**src/rtl/mem_port_arbiter.sv**
```systemverilog
// mem_port_arbiter
//   Shares one single-port memory between an instruction-fetch requester (i_*)
//   and a data requester (d_*). Data normally wins contention, but after
//   MAX_D_STREAK consecutive data grants with a fetch waiting, the fetch is
//   granted so it cannot starve.
//
//   Every transaction goes IDLE -> *_BUSY -> RESP -> IDLE. Minimum latency is
//   3 cycles. All outputs are registered.
//
//   Optional feature: define MEM_ARB_TIMEOUT_EN to abort an access after
//   TIMEOUT M_REQ cycles without m_ack. An aborted access completes with
//   data 0 and err=1. Without the macro, err is tied low and a busy state
//   waits for m_ack indefinitely.
//
// Ports
//   clk, rst           : clock; synchronous active-high reset
//   i_req/i_addr       : fetch request (held until i_rdy) and its address
//   i_rdy/i_data       : one-cycle fetch completion pulse and fetched word
//   d_req/d_wr         : data request (held until d_rdy); access code
//                        00 = read, 01 = byte store, 10 = half store,
//                        11 = word store
//   d_addr/d_wdata     : data address and store data
//   d_rdy/d_rdata      : one-cycle data completion pulse and load data
//                        (d_rdata is 0 for stores)
//   m_req/m_wr/m_addr/m_wdata : shared memory request bus
//   m_ack/m_rdata      : memory completion strobe and read data
//   stall              : arbiter busy, or a request is waiting
//   err                : pulses with the completion of an aborted access
module mem_port_arbiter #(
  parameter int MAX_D_STREAK = 2,
  parameter int TIMEOUT      = 16
) (
  input  logic        clk,
  input  logic        rst,
  input  logic        i_req,
  input  logic [31:0] i_addr,
  output logic        i_rdy,
  output logic [31:0] i_data,
  input  logic        d_req,
  input  logic [1:0]  d_wr,
  input  logic [31:0] d_addr,
  input  logic [31:0] d_wdata,
  output logic        d_rdy,
  output logic [31:0] d_rdata,
  output logic        m_req,
  output logic [1:0]  m_wr,
  output logic [31:0] m_addr,
  output logic [31:0] m_wdata,
  input  logic        m_ack,
  input  logic [31:0] m_rdata,
  output logic        stall,
  output logic        err
);

  localparam int SW = (MAX_D_STREAK < 1) ? 1 : $clog2(MAX_D_STREAK + 1);
  localparam logic [SW-1:0] STREAK_MAX = SW'(MAX_D_STREAK);

  typedef enum logic [1:0] {IDLE, I_BUSY, D_BUSY, RESP} state_t;

  state_t        state;
  logic [SW-1:0] d_streak;
  logic          owner_d;   // owner of the transaction now in RESP
  logic          grant_d;
  logic          grant_i;
  logic [31:0]   rd_word;
  logic          timed_out;

  always_comb begin
    // A data request wins unless a fetch is waiting and the data streak is used up.
    grant_d = d_req && (!i_req || (d_streak != STREAK_MAX));
    grant_i = i_req && !grant_d;
    // Store completions return 0. m_wr still holds the code of the access in flight.
    rd_word = (m_wr == 2'b00) ? m_rdata : 32'h0;
  end

`ifdef MEM_ARB_TIMEOUT_EN
  localparam int CW = (TIMEOUT < 2) ? 1 : $clog2(TIMEOUT + 1);
  logic [CW-1:0] to_cnt;
  logic          err_r;
  // to_cnt holds the number of busy cycles already elapsed. The access
  // times out at the end of the TIMEOUT-th busy cycle.
  assign timed_out = (to_cnt == CW'(TIMEOUT - 1)) && !m_ack;
  assign err       = err_r;
`else
  assign timed_out = 1'b0;
  assign err       = 1'b0;
`endif

  always_ff @(posedge clk) begin
    if (rst) begin
      state    <= IDLE;
      d_streak <= '0;
      owner_d  <= 1'b0;
      i_rdy    <= 1'b0;
      i_data   <= 32'h0;
      d_rdy    <= 1'b0;
      d_rdata  <= 32'h0;
      m_req    <= 1'b0;
      m_wr     <= 2'b00;
      m_addr   <= 32'h0;
      m_wdata  <= 32'h0;
      stall    <= 1'b0;
`ifdef MEM_ARB_TIMEOUT_EN
      to_cnt   <= '0;
      err_r    <= 1'b0;
`endif
    end else begin
      // Completion strobes and their data are single-cycle.
      i_rdy   <= 1'b0;
      d_rdy   <= 1'b0;
      i_data  <= 32'h0;
      d_rdata <= 32'h0;
`ifdef MEM_ARB_TIMEOUT_EN
      err_r   <= 1'b0;
`endif
      case (state)
        IDLE: begin
          if (grant_d) begin
            state   <= D_BUSY;
            owner_d <= 1'b1;
            m_req   <= 1'b1;
            m_wr    <= d_wr;
            m_addr  <= d_addr;
            m_wdata <= d_wdata;
            stall   <= 1'b1;
            // Only grants that made a waiting fetch wait count toward the streak.
            if (i_req && (d_streak != STREAK_MAX))
              d_streak <= d_streak + 1'b1;
          end else if (grant_i) begin
            state    <= I_BUSY;
            owner_d  <= 1'b0;
            m_req    <= 1'b1;
            m_wr     <= 2'b00;
            m_addr   <= i_addr;
            m_wdata  <= 32'h0;
            stall    <= 1'b1;
            d_streak <= '0;
          end else begin
            stall <= 1'b0;
          end
        end
        I_BUSY, D_BUSY: begin
          stall <= 1'b1;
          if (m_ack || timed_out) begin
            state <= RESP;
            m_req <= 1'b0;
            if (state == D_BUSY) begin
              d_rdy   <= 1'b1;
              d_rdata <= m_ack ? rd_word : 32'h0;
            end else begin
              i_rdy  <= 1'b1;
              i_data <= m_ack ? rd_word : 32'h0;
            end
`ifdef MEM_ARB_TIMEOUT_EN
            err_r  <= !m_ack;
            to_cnt <= '0;
          end else begin
            to_cnt <= to_cnt + 1'b1;
`endif
          end
        end
        RESP: begin
          // Requests are ignored here. The owner is still holding its request
          // this cycle, so only the other side counts as waiting.
          state <= IDLE;
          stall <= owner_d ? i_req : d_req;
        end
        default: begin
          state <= IDLE;
          m_req <= 1'b0;
          stall <= 1'b0;
        end
      endcase
    end
  end

endmodule

```
**config.mk**
```make
export PLATFORM = sky130hd
export DESIGN_NAME = mem_port_arbiter
export DESIGN_NICKNAME = d
export VERILOG_FILES = /design/src/rtl/mem_port_arbiter.sv
export SDC_FILE = /design/constraint.sdc
export NUM_CORES = 1
export LEC_CHECK = 0
export ABC_CLOCK_PERIOD_IN_PS = 3900
export CORE_ASPECT_RATIO = 0.8
export CORE_MARGIN = 2
export CORE_UTILIZATION = 41
export CTS_CLUSTER_DIAMETER = 100
export CTS_CLUSTER_SIZE = 16
export DETAILED_ROUTE_END_ITERATION = 8
export PLACE_DENSITY_LB_ADDON = 0.08
export SLEW_MARGIN = 5
export SYNTH_ARGS = -nofsm -noshare
export SYNTH_HDL_FRONTEND = slang
export SYNTH_SLANG_ARGS = --single-unit
```
**constraint.sdc**
```tcl
create_clock -name clk -period 3.9 [get_ports clk]
set_input_delay 0.39 -clock clk [delete_from_list [all_inputs] [get_ports clk]]
set_output_delay 0.39 -clock clk [all_outputs]
set_load 0.02 [all_outputs]
```
==> flow_summary.rst, run 1 <==
.. list-table::
   :header-rows: 1

   * - Metric
     - Value
   * - # IOs
     - 270
   * - Core area
     - 11020 µm²
   * - Number of nets in the final layout
     - 852
   * - Syn avg cell area
     - 10.27 µm²
   * - Wire length of the first global-routing pass
     - 21.17 mm
   * - Max frequency
     - 506.1 MHz
   * - Worst Hold Slack
     - 456.7 ps
   * - Cell with the largest stage delay on the worst path
     - sky130_fd_sc_hd__and3b_1
   * - Clock Skews
     - 12.61 ps
   * - Placement Rows
     - 34
   * - Synth cell types
     - 32
   * - Final worst path period share
     - 0.5067
   * - Gate power share
     - 0.354
   * - Count of synthesis-stage warnings from yosys
     - 0
   * - Quantity of hold-fixing buffers added after cts
     - 0
   * - Vias in the first global route
     - 4159
   * - Layout area overhead
     - 70.30%
   * - Total Power Consumption
     - 5.045 mW
   * - Post-placement cell count
     - 835
   * - Layout cells sized above 1
     - 0.06077
   * - Pwr Density
     - 632.4 nW/µm²
   * - Maximum fanout count along the critical path
     - 32
   * - Detailed Place HPWL
     - 9.946 mm
   * - Antenna diode count
     - 0
   * - Number of buffers on the longest clock path
     - 2
   * - Final standard cell area without fillers
     - 7978 µm²
   * - Count of fill cells added during filler insertion
     - 832
   * - Type of element capturing the critical path
     - register
   * - PortBufs
     - 268
   * - Antenna-violating nets left
     - 0
   * - Post-synthesis register bit count
     - 139
   * - Type of the tightest min-delay check
     - reg2reg
   * - TritonCTS clock tree
     - built
   * - Total global-route track usage
     - 0.2213
   * - Gates resized, CTS repair
     - 0
   * - Max_slew headroom
     - 0.3718
   * - Depth of the CTS H-tree
     - 4
   * - Kind of launch point of the worst setup path
     - input port
   * - Status
     - completed
   * - Weighted congestion reported at the end of routability-driven placement
     - 0.7749
   * - Sw frac
     - 0.3341
   * - Final core utilization
     - 0.7241
   * - Total gr overflow
     - 0
   * - Net Sw Power
     - 1.686 mW
   * - DR vias/cell
     - 5.038
   * - RSZ-0062 raised after global routing
     - false
   * - Final setup violating endpoints
     - 0
   * - Detailed Route Iter0 Violations
     - 193
   * - Effective utilization at floorplan
     - 0.4252
   * - Mapped cell area
     - 4684 µm²
   * - Total vias in the final route
     - 4373
   * - Root buffer selected by CTS
     - sky130_fd_sc_hd__clkbuf_16
   * - Worst path max stage delay
     - 950 ps
   * - Sequential share of power
     - 0.361
   * - Hold Violations, Final
     - 0
   * - Clock power share
     - 0.285
   * - PnR worst setup slack
     - 1924 ps
   * - Sequential-to-total area share from yosys stat
     - 0.5940
   * - Post-Place Setup Slack
     - 1217 ps
   * - Clk pin slew, worst setup/hold paths
     - 60 ps
   * - Final cell count without fillers
     - 868
   * - Data arrival time of the critical path
     - 2320 ps
   * - Total wire length
     - 14.16 mm
   * - Sinks on the clock net
     - 139
   * - Critical path class
     - in2reg
   * - Minimum period implied by the final worst setup slack
     - 1976 ps
   * - Syn Inst Count
     - 456
   * - Post-CTS repair timing setup buffer count
     - 0
   * - Required time at the endpoint of the critical path
     - 4240 ps
   * - CTS Buf Count
     - 17
   * - Slew at the pin with the worst max-slew slack
     - 942.2 ps
   * - Instance area after placement
     - 7412 µm²
   * - Setup TNS
     - 0 ps
   * - Initial antenna violation count
     - 0
   * - Router iterations before antenna repair
     - 4
   * - Highest ir drop seen on vdd
     - 0.3990 mV
   * - Cell-internal power
     - 3.359 mW
   * - MaxCap Viol Count
     - 0
   * - Final routed DRC violation total
     - 0
   * - Slew Limit Fails
     - 0
   * - Pin count of the biggest net entering global routing
     - 65
   * - Standby leakage power
     - 3.310 nW
   * - Clock latency of the later-clocked register in the worst-skew pair
     - 410 ps
   * - Die width
     - 123.5 µm
   * - Per-cell routed wire length
     - 16.31 µm
   * - Die footprint
     - 12300 µm²
   * - Floorplan die height
     - 99.61 µm
   * - Series of cell instances along the critical path
     - clkdlybuf4s50_1 > and3b_1 > and3_1
   * - Net count after synthesis
     - 597
## critical path: cells and delay by family
family                 cells  cell delay (ps)
buffers and inverters      1              680
AND/OR/NAND/NOR            2             1240
## flip-flops by register name, indices dropped and copies added (netlist names), 2 cells and up
signal,flops
d_rdata,32
d_streak,2
i_data,32
m_addr,32
m_wdata,32
m_wr,2
state,2
## final cells by class
cell class | count | area (µm²) | share of cell area
well taps | 144 | 180.2 | 0.02258
repair buffers | 276 | 2763 | 0.3463
inverters | 4 | 15.01 | 0.001882
clock inverters | 11 | 87.58 | 0.01098
flip-flops and latches | 139 | 2783 | 0.3488
clock buffers | 21 | 450.4 | 0.05646
multi-input cells | 273 | 1699 | 0.2130
## power by group through the flow
stage | registers [mW] | clock network, mW | logic (mW)
CTS | 1.82 | 1.47 | 1.79
global placement | 1.84 | 0 | 1.74
finish | 1.82 | 1.44 | 1.78
floorplan | 2.14 | 0 | 0.670
detailed placement | 1.85 | 0 | 1.78
global route | 1.85 | 1.55 | 1.93
## layout by cell type, fill, tap and decap left out
master                              n
sky130_fd_sc_hd__conb_1             1
sky130_fd_sc_hd__clkbuf_8           1
sky130_fd_sc_hd__and4bb_2           1
sky130_fd_sc_hd__o21ai_0            1
sky130_fd_sc_hd__a22o_1            34
sky130_fd_sc_hd__a211o_1            1
sky130_fd_sc_hd__a2111oi_0          2
sky130_fd_sc_hd__and3_1            65
sky130_fd_sc_hd__a21oi_1           37
sky130_fd_sc_hd__and3b_1            1
sky130_fd_sc_hd__nor3b_4            1
sky130_fd_sc_hd__clkinv_4           3
sky130_fd_sc_hd__clkbuf_16         17
sky130_fd_sc_hd__mux2i_1            2
sky130_fd_sc_hd__nor2_2             2
sky130_fd_sc_hd__nor2b_1            1
sky130_fd_sc_hd__clkinvlp_4         4
sky130_fd_sc_hd__nand2b_1           2
sky130_fd_sc_hd__inv_6              3
sky130_fd_sc_hd__inv_1              4
sky130_fd_sc_hd__nand2_1           36
sky130_fd_sc_hd__or3_1              2
sky130_fd_sc_hd__and2_1             1
sky130_fd_sc_hd__buf_16             1
sky130_fd_sc_hd__a21boi_2           1
sky130_fd_sc_hd__dfxtp_1          139
sky130_fd_sc_hd__clkinv_2           1
sky130_fd_sc_hd__a211oi_1          33
sky130_fd_sc_hd__ha_1               6
sky130_fd_sc_hd__and4b_1            1
sky130_fd_sc_hd__clkbuf_1           3
sky130_fd_sc_hd__clkdlybuf4s50_1  268
sky130_fd_sc_hd__or3b_2             1
sky130_fd_sc_hd__o21ai_2            1
sky130_fd_sc_hd__o21a_1             2
sky130_fd_sc_hd__a22oi_1            1
sky130_fd_sc_hd__nor2_1            36
sky130_fd_sc_hd__buf_4              7
sky130_fd_sc_hd__a21bo_1            1
## final timing paths
check                           startpoint                        to  slack [ps]  cells after the start
setup reg to reg     state[0]$_SDFFE_PP0P_   m_wdata[5]$_SDFFE_PP0P_        2010                      7
hold / removal    d_streak[1]$_SDFFE_PP0P_  d_streak[1]$_SDFFE_PP0P_         460                      2
setup / recovery                       rst    d_rdata[13]$_SDFF_PP0_        1920                      3
hold reg to reg   d_streak[1]$_SDFFE_PP0P_  d_streak[1]$_SDFFE_PP0P_         460                      2
## kinds of logic (layout without fill, tap and decap cells)
logic type                 count (synthesis)  count (layout)  share of synthesized area
and+or+nand+nor                          150             150                     0.1667
DFF                                      139             139                     0.5940
AOI/OAI and AO/OA                        114             114                     0.1731
buffers and inverters                     44             312                    0.04514
adders and majority gates                  6               6                    0.01603
muxes                                      2               2                   0.004274
other                                      1               1                  0.0008005
## per-layer routing
layer  vias up  wire (µm)  track usage
met1      2044       5463       0.2408
met2       179       6996       0.3779
li1       2126          -            -
met4         0        371       0.1128
met5         -          0            0
met3        24       1328      0.07913
## Yosys cell counts, drive strengths merged
master	instances	area share
and2	1	0.0013
or3b	1	0.0019
nor3b	1	0.0040
mux2i	2	0.0043
o21ai	2	0.0021
and3	65	0.087
a2111oi	2	0.0037
and4bb	1	0.0027
and3b	1	0.0019
a211o	1	0.0019
nand2b	2	0.0027
a211oi	33	0.053
nand2	36	0.029
a22o	34	0.064
a21boi	1	0.0024
dfxtp	139	0.59
buf	15	0.022
o21a	2	0.0032
nor2b	1	0.0013
nor2	38	0.030
or3	2	0.0027
clkbuf	25	0.020
inv	4	0.0032
a22oi	1	0.0016
a21oi	37	0.040
ha	6	0.016
a21bo	1	0.0021
and4b	1	0.0021
conb	1	0.00080
(Power assumes the default switching activity.)
==> inputs of run 2 (changes only) <==
Settings changed: ABC_CLOCK_PERIOD_IN_PS 3900 to 2000, CORE_UTILIZATION 41 to 38.
Clock period 3.9 ns to 2 ns, I/O delays scaled along.
==> run 2 against run 1 <==
Compared with the run above:
- final area is 1.6% higher
- hold slack worse by 110 ps
- cell count up 1.8%
- first-iteration DRC count up 17%
- worst setup slack worse by 1800 ps
- via count fell by 1.2%
- critical path depth grew 1
- critical path type is now reg2reg
- critical endpoint is now i_data[21]$_SDFF_PP0_
- largest power group is now combinational logic
==> flow_summary.rst, run 2 (synthesized netlist as in run 1, its figures left out) <==
.. list-table::
   :header-rows: 1

   * - Metric
     - Value
   * - Final standard cell area without fillers
     - 8109 µm²
   * - Post-placement cell count
     - 853
   * - Total wire length
     - 13.86 mm
   * - Max frequency
     - 539.7 MHz
   * - Minimum period implied by the final worst setup slack
     - 1853 ps
   * - Maximum fanout count along the critical path
     - 33
   * - Sinks on the clock net
     - 139
   * - Critical path class
     - reg2reg
   * - Total gr overflow
     - 0
   * - RSZ-0062 raised after global routing
     - false
   * - Pin count of the biggest net entering global routing
     - 65
   * - Busiest grt layer
     - met2
   * - Clock latency of the later-clocked register in the worst-skew pair
     - 410 ps
   * - Global-route met3 utilization
     - 0.08848
   * - TritonCTS clock tree
     - built
   * - Layout area overhead
     - 73.10%
   * - Clock Skews
     - 7.348 ps
   * - Final worst path period share
     - 0.9264
   * - Clk pin slew, worst setup/hold paths
     - 60 ps
   * - CP startpoint
     - state[0]$_SDFFE_PP0P_
   * - Type of element capturing the critical path
     - register
   * - Pwr Density
     - 1245 nW/µm²
   * - DR vias/cell
     - 4.889
   * - Final cell count without fillers
     - 884
   * - Highest ir drop seen on vdd
     - 0.6741 mV
   * - Slew Limit Fails
     - 0
   * - Antenna diode count
     - 0
   * - Hold Violations, Final
     - 0
   * - Layout cells sized above 1
     - 0.06967
   * - Met2 GRT Util
     - 0.3451
   * - FF-to-FF Start
     - state[0]$_SDFFE_PP0P_
   * - Final setup violating endpoints
     - 0
   * - Min-Delay Startpoint
     - i_addr[15]
   * - Gates resized, CTS repair
     - 0
   * - Count of fill cells added during filler insertion
     - 948
   * - Vias in the first global route
     - 3947
   * - Number of cells on the worst reg-to-reg path
     - 4
   * - Required time at the endpoint of the critical path
     - 2350 ps
   * - R2r setup slk
     - 150 ps
   * - PortBufs
     - 268
   * - Die width
     - 128.1 µm
   * - MaxCap Viol Count
     - 0
   * - Effective utilization at floorplan
     - 0.3866
   * - CTS Buf Count
     - 17
   * - Weighted congestion reported at the end of routability-driven placement
     - 0.8319
   * - Per-cell routed wire length
     - 15.67 µm
   * - Router iterations before antenna repair
     - 5
   * - Total global-route track usage
     - 0.2029
   * - Max_slew headroom
     - 0.6049
   * - Data arrival time of the critical path
     - 2200 ps
   * - Placement Rows
     - 36
   * - Kind of launch point of the worst setup path
     - register
   * - Standby leakage power
     - 3.392 nW
   * - Commonest non-fill, non-tap cells in the layout
     - sky130_fd_sc_hd__clkdlybuf4s50_1, sky130_fd_sc_hd__dfxtp_1, sky130_fd_sc_hd__and3_1
   * - Quantity of hold-fixing buffers added after cts
     - 0
   * - Detailed Route Iter0 Violations
     - 226
   * - Antenna-violating nets left
     - 0
   * - Met1 usage
     - 0.2328
   * - PnR worst setup slack
     - 147.1 ps
   * - Type of the tightest min-delay check
     - in2reg
   * - Wire length of the first global-routing pass
     - 20.62 mm
   * - Number of buffers on the longest clock path
     - 2
   * - # IOs
     - 270
   * - Core area
     - 12120 µm²
   * - Instance area after placement
     - 7547 µm²
   * - Post-Place Setup Slack
     - 136.1 ps
   * - Hold-critical path depth
     - 3
   * - Slew at the pin with the worst max-slew slack
     - 592.6 ps
   * - Initial antenna violation count
     - 0
   * - Most common cell after layout, fill and taps aside
     - sky130_fd_sc_hd__clkdlybuf4s50_1
   * - Post-CTS repair timing setup buffer count
     - 0
   * - Setup TNS
     - 0 ps
   * - Root buffer selected by CTS
     - sky130_fd_sc_hd__clkbuf_16
   * - Depth of the CTS H-tree
     - 4
   * - Status
     - completed
   * - Total vias in the final route
     - 4322
   * - Number of nets in the final layout
     - 861
   * - Final routed DRC violation total
     - 0
   * - Die footprint
     - 13240 µm²
   * - Floorplan die height
     - 103.3 µm
   * - Detailed Place HPWL
     - 10.03 mm
run 2: cell types whose count changed in the layout (fill, tap and decap cells not counted), sizes merged:
| cell | previous run | this run |
|---|---|---|
| bufinv | 0 | 2 |
| inv | 7 | 4 |
| clkinvlp | 4 | 0 |
| clkbuf | 21 | 23 |
| buf | 8 | 17 |
| clkinv | 4 | 6 |
run 2: worst paths after layout:
path                                    to
hold reg to reg   d_streak[1]$_SDFFE_PP0P_
hold / removal     m_addr[15]$_SDFFE_PP0P_
setup reg to reg     i_data[21]$_SDFF_PP0_
setup / recovery     i_data[21]$_SDFF_PP0_
run 2: layout make-up:
class	instances	area, µm²	share of cell area
well taps	152	190.2	0.02345
repair buffers	285	2860	0.3527
clock inverters	8	93.84	0.01157
multi-input cells	273	1699	0.2095
clock buffers	23	467.9	0.05771
flip-flops and latches	139	2783	0.3432
inverters	4	15.01	0.001852
run 2: layer usage:
layer  vias to the layer above  routed length [µm]
met2                       152                6880
met5                         -                   0
met3                        11                1098
met1                      2019                5764
met4                         0                 111
li1                       2140                   -
run 2: critical path, cell delays in order (launching register included):
cell and delay, ps:
sky130_fd_sc_hd__dfxtp_1 370, sky130_fd_sc_hd__inv_1 110, sky130_fd_sc_hd__ha_1 410, sky130_fd_sc_hd__and4bb_2 660, sky130_fd_sc_hd__and3_1 240
run 2: report_power, final:
group | leakage (nW) | switching, mW | internal (mW)
registers | 1.14 | 0.245 | 3.29
logic | 1.98 | 1.87 | 1.72
clock network | 0.281 | 1.09 | 1.88
total | 3.39 | 3.20 | 6.90
run 2: per-stage QoR:
step | power (mW) | util | hold slack (ps)
detailed placement | 7.186 | 0.6229 | 454.9
global placement | 7.118 | 0.6229 | 443.7
CTS | 10.19 | 0.6692 | 320.0
global route | 10.64 | 0.6692 | 320.3
finish | 10.10 | 0.6692 | 342.7
floorplan | 5.488 | - | 332.6
